### src/rtl/lif_pkg.sv
// lif_pkg: reset-mode encodings and signed saturation shared by the LIF lanes
package lif_pkg;
  localparam logic RESET_ZERO = 1'b0;
  localparam logic RESET_SUB = 1'b1;
  function automatic logic signed [63:0] sat(input logic signed [63:0] s, input int dw);
    logic signed [63:0] hi, lo;
    hi = (64'sd1 <<< (dw - 1)) - 64'sd1;
    lo = -hi - 64'sd1;
    return s > hi ? hi : s < lo ? lo : s;
  endfunction
endpackage

### src/rtl/lif_neuron_lane.sv
// lif_neuron_lane: one neuron (potential v, refractory r, spike count) plus its combinational integrate/leak/fire update; spike is next-step combinational
module lif_neuron_lane
  import lif_pkg::*;
#(
  parameter int DATA_WIDTH = 16,
  parameter int TIMER_WIDTH = 5,
  parameter int REFRAC_WIDTH = 3
) (
  input  logic                    clk,
  input  logic                    rstn,
  input  logic                    en,
  input  logic                    clear,
  input  logic [DATA_WIDTH-1:0]   current,
  input  logic [DATA_WIDTH-1:0]   threshold,
  input  logic [DATA_WIDTH-1:0]   leak,
  input  logic                    reset_mode,
  input  logic [REFRAC_WIDTH-1:0] refrac_period,
  output logic                    spike,
  output logic [DATA_WIDTH-1:0]   membrane,
  output logic [TIMER_WIDTH-1:0]  count
);
  logic signed [DATA_WIDTH-1:0] v, thr, vs, vn;
  logic signed [DATA_WIDTH+1:0] s, mag, lk, l;
  logic signed [63:0] wide;
  logic [REFRAC_WIDTH-1:0] r;
  always_comb begin
    thr = threshold;
    s = {{2{v[DATA_WIDTH-1]}}, v} + {{2{current[DATA_WIDTH-1]}}, current};
    mag = s[DATA_WIDTH+1] ? -s : s;
    lk = {2'b00, leak};
    l = lk >= mag ? '0 : s[DATA_WIDTH+1] ? s + lk : s - lk;
    wide = sat(64'(l), DATA_WIDTH);
    vs = wide[DATA_WIDTH-1:0];
    spike = (r == '0) && (wide >= 64'(thr));
    vn = spike ? (reset_mode == RESET_SUB ? vs - thr : '0) : vs;
  end
  assign membrane = v;
  always_ff @(posedge clk or negedge rstn) begin
    if (!rstn) begin
      v <= '0;
      r <= '0;
      count <= '0;
    end else if (clear) begin
      v <= '0;
      r <= '0;
      count <= '0;
    end else if (en) begin
      if (r != '0) r <= r - REFRAC_WIDTH'(1);
      else begin
        v <= vn;
        if (spike) begin
          r <= refrac_period;
          count <= count + TIMER_WIDTH'(~&count);
        end
      end
    end
  end
endmodule

### src/rtl/lif_activation_array.sv
// lif_activation_array: NUM_CH LIF lanes behind a valid/ready handshake with one output register stage (spike/membrane/accumulated_spikes registered with out_valid)
module lif_activation_array
  import lif_pkg::*;
#(
  parameter int NUM_CH = 4,
  parameter int DATA_WIDTH = 16,
  parameter int TIMER_WIDTH = 5,
  parameter int REFRAC_WIDTH = 3
) (
  input  logic                          clk,
  input  logic                          rstn,
  input  logic                          in_valid,
  output logic                          in_ready,
  input  logic [NUM_CH*DATA_WIDTH-1:0]  in_current,
  input  logic [DATA_WIDTH-1:0]         in_threshold,
  input  logic [DATA_WIDTH-1:0]         leak,
  input  logic                          reset_mode,
  input  logic [REFRAC_WIDTH-1:0]       refrac_period,
  input  logic                          clear,
  output logic                          out_valid,
  input  logic                          out_ready,
  output logic [NUM_CH-1:0]             spike,
  output logic [NUM_CH*TIMER_WIDTH-1:0] accumulated_spikes,
  output logic [NUM_CH*DATA_WIDTH-1:0]  membrane
);
  logic acc;
  logic [NUM_CH-1:0] spike_d;
  assign in_ready = !out_valid || out_ready;
  assign acc = in_valid && in_ready;
  always_ff @(posedge clk or negedge rstn) begin
    if (!rstn) begin
      out_valid <= 1'b0;
      spike <= '0;
    end else if (clear) begin
      out_valid <= 1'b0;
      spike <= '0;
    end else if (acc) begin
      out_valid <= 1'b1;
      spike <= spike_d;
    end else if (out_ready) out_valid <= 1'b0;
  end
  for (genvar k = 0; k < NUM_CH; k++) begin : g_lane
    lif_neuron_lane #(
      .DATA_WIDTH(DATA_WIDTH),
      .TIMER_WIDTH(TIMER_WIDTH),
      .REFRAC_WIDTH(REFRAC_WIDTH)
    ) u_lane (
      .clk(clk),
      .rstn(rstn),
      .en(acc),
      .clear(clear),
      .current(in_current[k*DATA_WIDTH +: DATA_WIDTH]),
      .threshold(in_threshold),
      .leak(leak),
      .reset_mode(reset_mode),
      .refrac_period(refrac_period),
      .spike(spike_d[k]),
      .membrane(membrane[k*DATA_WIDTH +: DATA_WIDTH]),
      .count(accumulated_spikes[k*TIMER_WIDTH +: TIMER_WIDTH])
    );
  end
endmodule

### config.mk
export PLATFORM = sky130hd
export DESIGN_NAME = lif_activation_array
export DESIGN_NICKNAME = d
export VERILOG_FILES = /design/src/rtl/lif_pkg.sv /design/src/rtl/lif_neuron_lane.sv /design/src/rtl/lif_activation_array.sv
export SDC_FILE = /design/constraint.sdc
export NUM_CORES = 1
export LEC_CHECK = 0
export CORE_AREA = 2 2 209 211
export CTS_CLUSTER_DIAMETER = 200
export DETAILED_ROUTE_END_ITERATION = 8
export DIE_AREA = 0 0 211 213
export GPL_ROUTABILITY_DRIVEN = 0
export SYNTH_ARGS = -nofsm -noshare
export SYNTH_HDL_FRONTEND = slang
export SYNTH_SLANG_ARGS = --single-unit
### constraint.sdc
create_clock -name clk -period 23 [get_ports clk]
set_input_delay 4.6 -clock clk [delete_from_list [all_inputs] [get_ports clk]]
set_output_delay 4.6 -clock clk [all_outputs]
set_load 0.1 [all_outputs]
==> impl_results.md <==
- Outcome: finished, final reports clean
- H-tree levels: 3
- Slew HR: 0.171
- Largest net degree at the start of global routing: 70
- Sink Count: 101
- EDFF count, synth: 0
- Reg2reg end: g_lane[1].u_lane.membrane[3]
- RSZ-0062 raised after global routing: false
- Post-CTS Resized: 0
- Die footprint: 44,900 um2
- Top cells by area, synth: ha_1 19%, dfrtp_1 13%, xnor2_1 7.7%, a21oi_1 5.9%, o21ai_0 4.8%
- Post-synthesis area per instance: approximately 7.6 um2
- Synthesized area: about 19,000 um2
- Vias per cell: roughly 6
- Cell taking the most area after synthesis: ha_1
- Crit. End Element: flop
- Synth Instances: around 2,500
- Initial antenna violation count: 1
- Syn. warnings: 0
- WL/cell: about 22 um
- Remaining global-route overflow: 0
- Hold Startpoint: g_lane[1].u_lane.r[0]
- Fin. Hold Viols: 0
- First-pass GRT wire length: approximately 110 mm
- Max Fanout on Critical Path: 34
- Final setup vio count: 0
- TritonRoute pass-1 iters: 8
- CP most frequent cell: a21oi_1
- Worst-path clk slew: roughly 0.080 ns
- Clock Tree Root: clkbuf_16
- Routed Antenna Nets: 0
- Clk_skew: 0.0113 ns
- Die X: roughly 210 um
- Worst Hold End: g_lane[1].u_lane.r[0]
- TritonCTS clock tree: yes
- Register bit total from synthesis: 101
- All-Layer GR Usage: 0.304
- Largest stage delay on the critical path: 0.97 ns
- Hold path depth: 1
- Fin nets: 3,054
- Worst Setup Path Type: input port to flop
- Synth-to-Final Area Change: 14.6%
- Most used DFF post-synth: dfrtp_1
- Share of layout cells above drive strength 1: 0.0351
- # IOs: roughly 200
- Minimum clock period: approximately 14 ns
- Top-area cell type share of the netlist area: 0.191
- Setup TNS: 0 ns
- CTS buffer count: 9
- Final wirelength: just under 70 mm
- Die H: approximately 210 um
- CP Launch Point: in_current[16]
- Max Slew Vio Count: 0
- Max Cap Violations: 0
- DRC: 0
- Fmax: approximately 71 MHz
- Clock latency on the worst-skew pair: roughly 0.4 ns
- R2r startpoint: g_lane[1].u_lane.membrane[0]
- Post-synth cell types: 86
- Sequential share of the synthesized area: 0.133
- Critical Path AT: 14.38 ns
- Fraction of registers with async set/reset: 1.00
- Initial Util: 0.444
- R2r setup slk: about 13 ns
- Final period util: 0.612
- Vias in the first global route: 19,000
- Worst slew pin tran: around 1.2 ns
- Iteration-0 DRC Markers: roughly 1,400
- Critical Path Source Type: input port
- Cts hold-fix bufs: 0
- Row Count: 76
- Vias: about 20,000
- Hold WC Path Type: flop to flop
- Placed wire-length estimate: 54.0 mm
- CP required: 23.30 ns
- Setup repair bufs after CTS: 0
- Slowest CP cell: nor2_1
- Max clock buf depth: 2
- R2R cell count: 34
- Port bufs: a little under 200
- Core area: about 43,000 um2
- Synthesized net count: 2,913
synthesized netlist by cell type (11+ instances only):
cell	number
a211o_1	13
a211oi_1	25
a21o_1	91
a21oi_1	224
a22oi_1	24
a31o_2	11
a31oi_1	36
a32oi_1	13
and2_1	20
and3_1	13
clkbuf_1	79
dfrtp_1	101
fa_1	12
ha_1	289
inv_1	114
nand2_1	212
nand2b_1	49
nand3_1	46
nand3b_1	15
nand4_1	26
nor2_1	192
nor2b_1	45
nor3_1	68
nor4_1	12
o211ai_1	47
o21a_1	24
o21ai_0	180
o21bai_1	14
o22ai_1	11
o31ai_1	16
or2_2	23
or3_1	21
xnor2_1	166
xor2_1	88
worst max-delay path by stage:
stage,cells after the start,end,slack [ns]
2_1_floorplan,36,g_lane[2].u_lane.membrane[3],10.79
3_3_place_gp,35,g_lane[1].u_lane.membrane[2],8.89
3_5_place_dp,35,g_lane[1].u_lane.membrane[2],8.65
4_1_cts,35,g_lane[1].u_lane.membrane[3],9.03
5_1_grt,34,g_lane[1].u_lane.membrane[4],8.26
6_report,35,g_lane[1].u_lane.membrane[3],8.92
sequential cells by signal, summed over array words and instances (netlist names):
register,count
spike,4
g_lane.u_lane.count,20
out_valid,1
g_lane.u_lane.r,12
g_lane.u_lane.membrane,64
cell families after synthesis:
logic type                 after synthesis  synth area share
DFF                                    101             0.133
xor gates and xnor gates               254             0.117
AOI/OAI and AO/OA                      860             0.299
and+or+nand+nor                        783             0.203
muxes                                    7           0.00383
adders and majority gates              301             0.203
buffers and inverters                  201            0.0404
layer usage:
| metal | up-vias | GRT usage | routed length (um) |
|---|---|---|---|
| met3 | 163 | 0.0482 | 3970 |
| met4 | 0 | 0.162 | 3830 |
| met5 | - | 0 | 0 |
| met1 | 9371 | 0.387 | 30600 |
| li1 | 9561 | - | - |
| met2 | 691 | 0.496 | 31200 |
worst max-delay path: cells and delay by family:
kind	cells	cell delay, ns
simple gates	8	2.52
xor+xnor	2	0.35
buf+inv	3	0.83
compound gates	17	4.54
fa+ha+maj	5	1.51
cell usage in the layout, fill, tap and decap left out, types with 68 or more instances in the layout:
cell type	Yosys	layout
ha_1	289	289
a21oi_1	224	223
nand2_1	212	212
clkdlybuf4s50_1	0	193
nor2_1	192	192
o21ai_0	180	180
xnor2_1	166	166
inv_1	114	114
dfrtp_1	101	101
a21o_1	91	91
xor2_1	88	88
nor3_1	68	68
metrics by stage:
step                cells  instance area (um2)  hold slack (ns)  setup WS (ns)   util
finish               3201                21700            0.494           8.92  0.509
global route         3199                21700            0.520           8.26  0.509
CTS                  3199                21700            0.496           9.03  0.509
detailed placement   3183                21400            0.482           8.65  0.502
global placement     3183                21400            0.481           8.89  0.502
floorplan            2507                19000            0.459          10.79      -
cell type report:
class | count | area, um2
fillers | 4187 | 21000
multi-input cells | 2205 | 15700
flip-flops and latches | 101 | 2530
clock buffers | 9 | 225
diodes | 2 | 5.00
repair buffers | 217 | 2110
clock inverters | 7 | 78.8
inverters | 114 | 428
well taps | 546 | 683
Power is left out: the tool's default activity adds up to more than one toggle a clock period on the data nets, which glitch-free logic cannot reach.
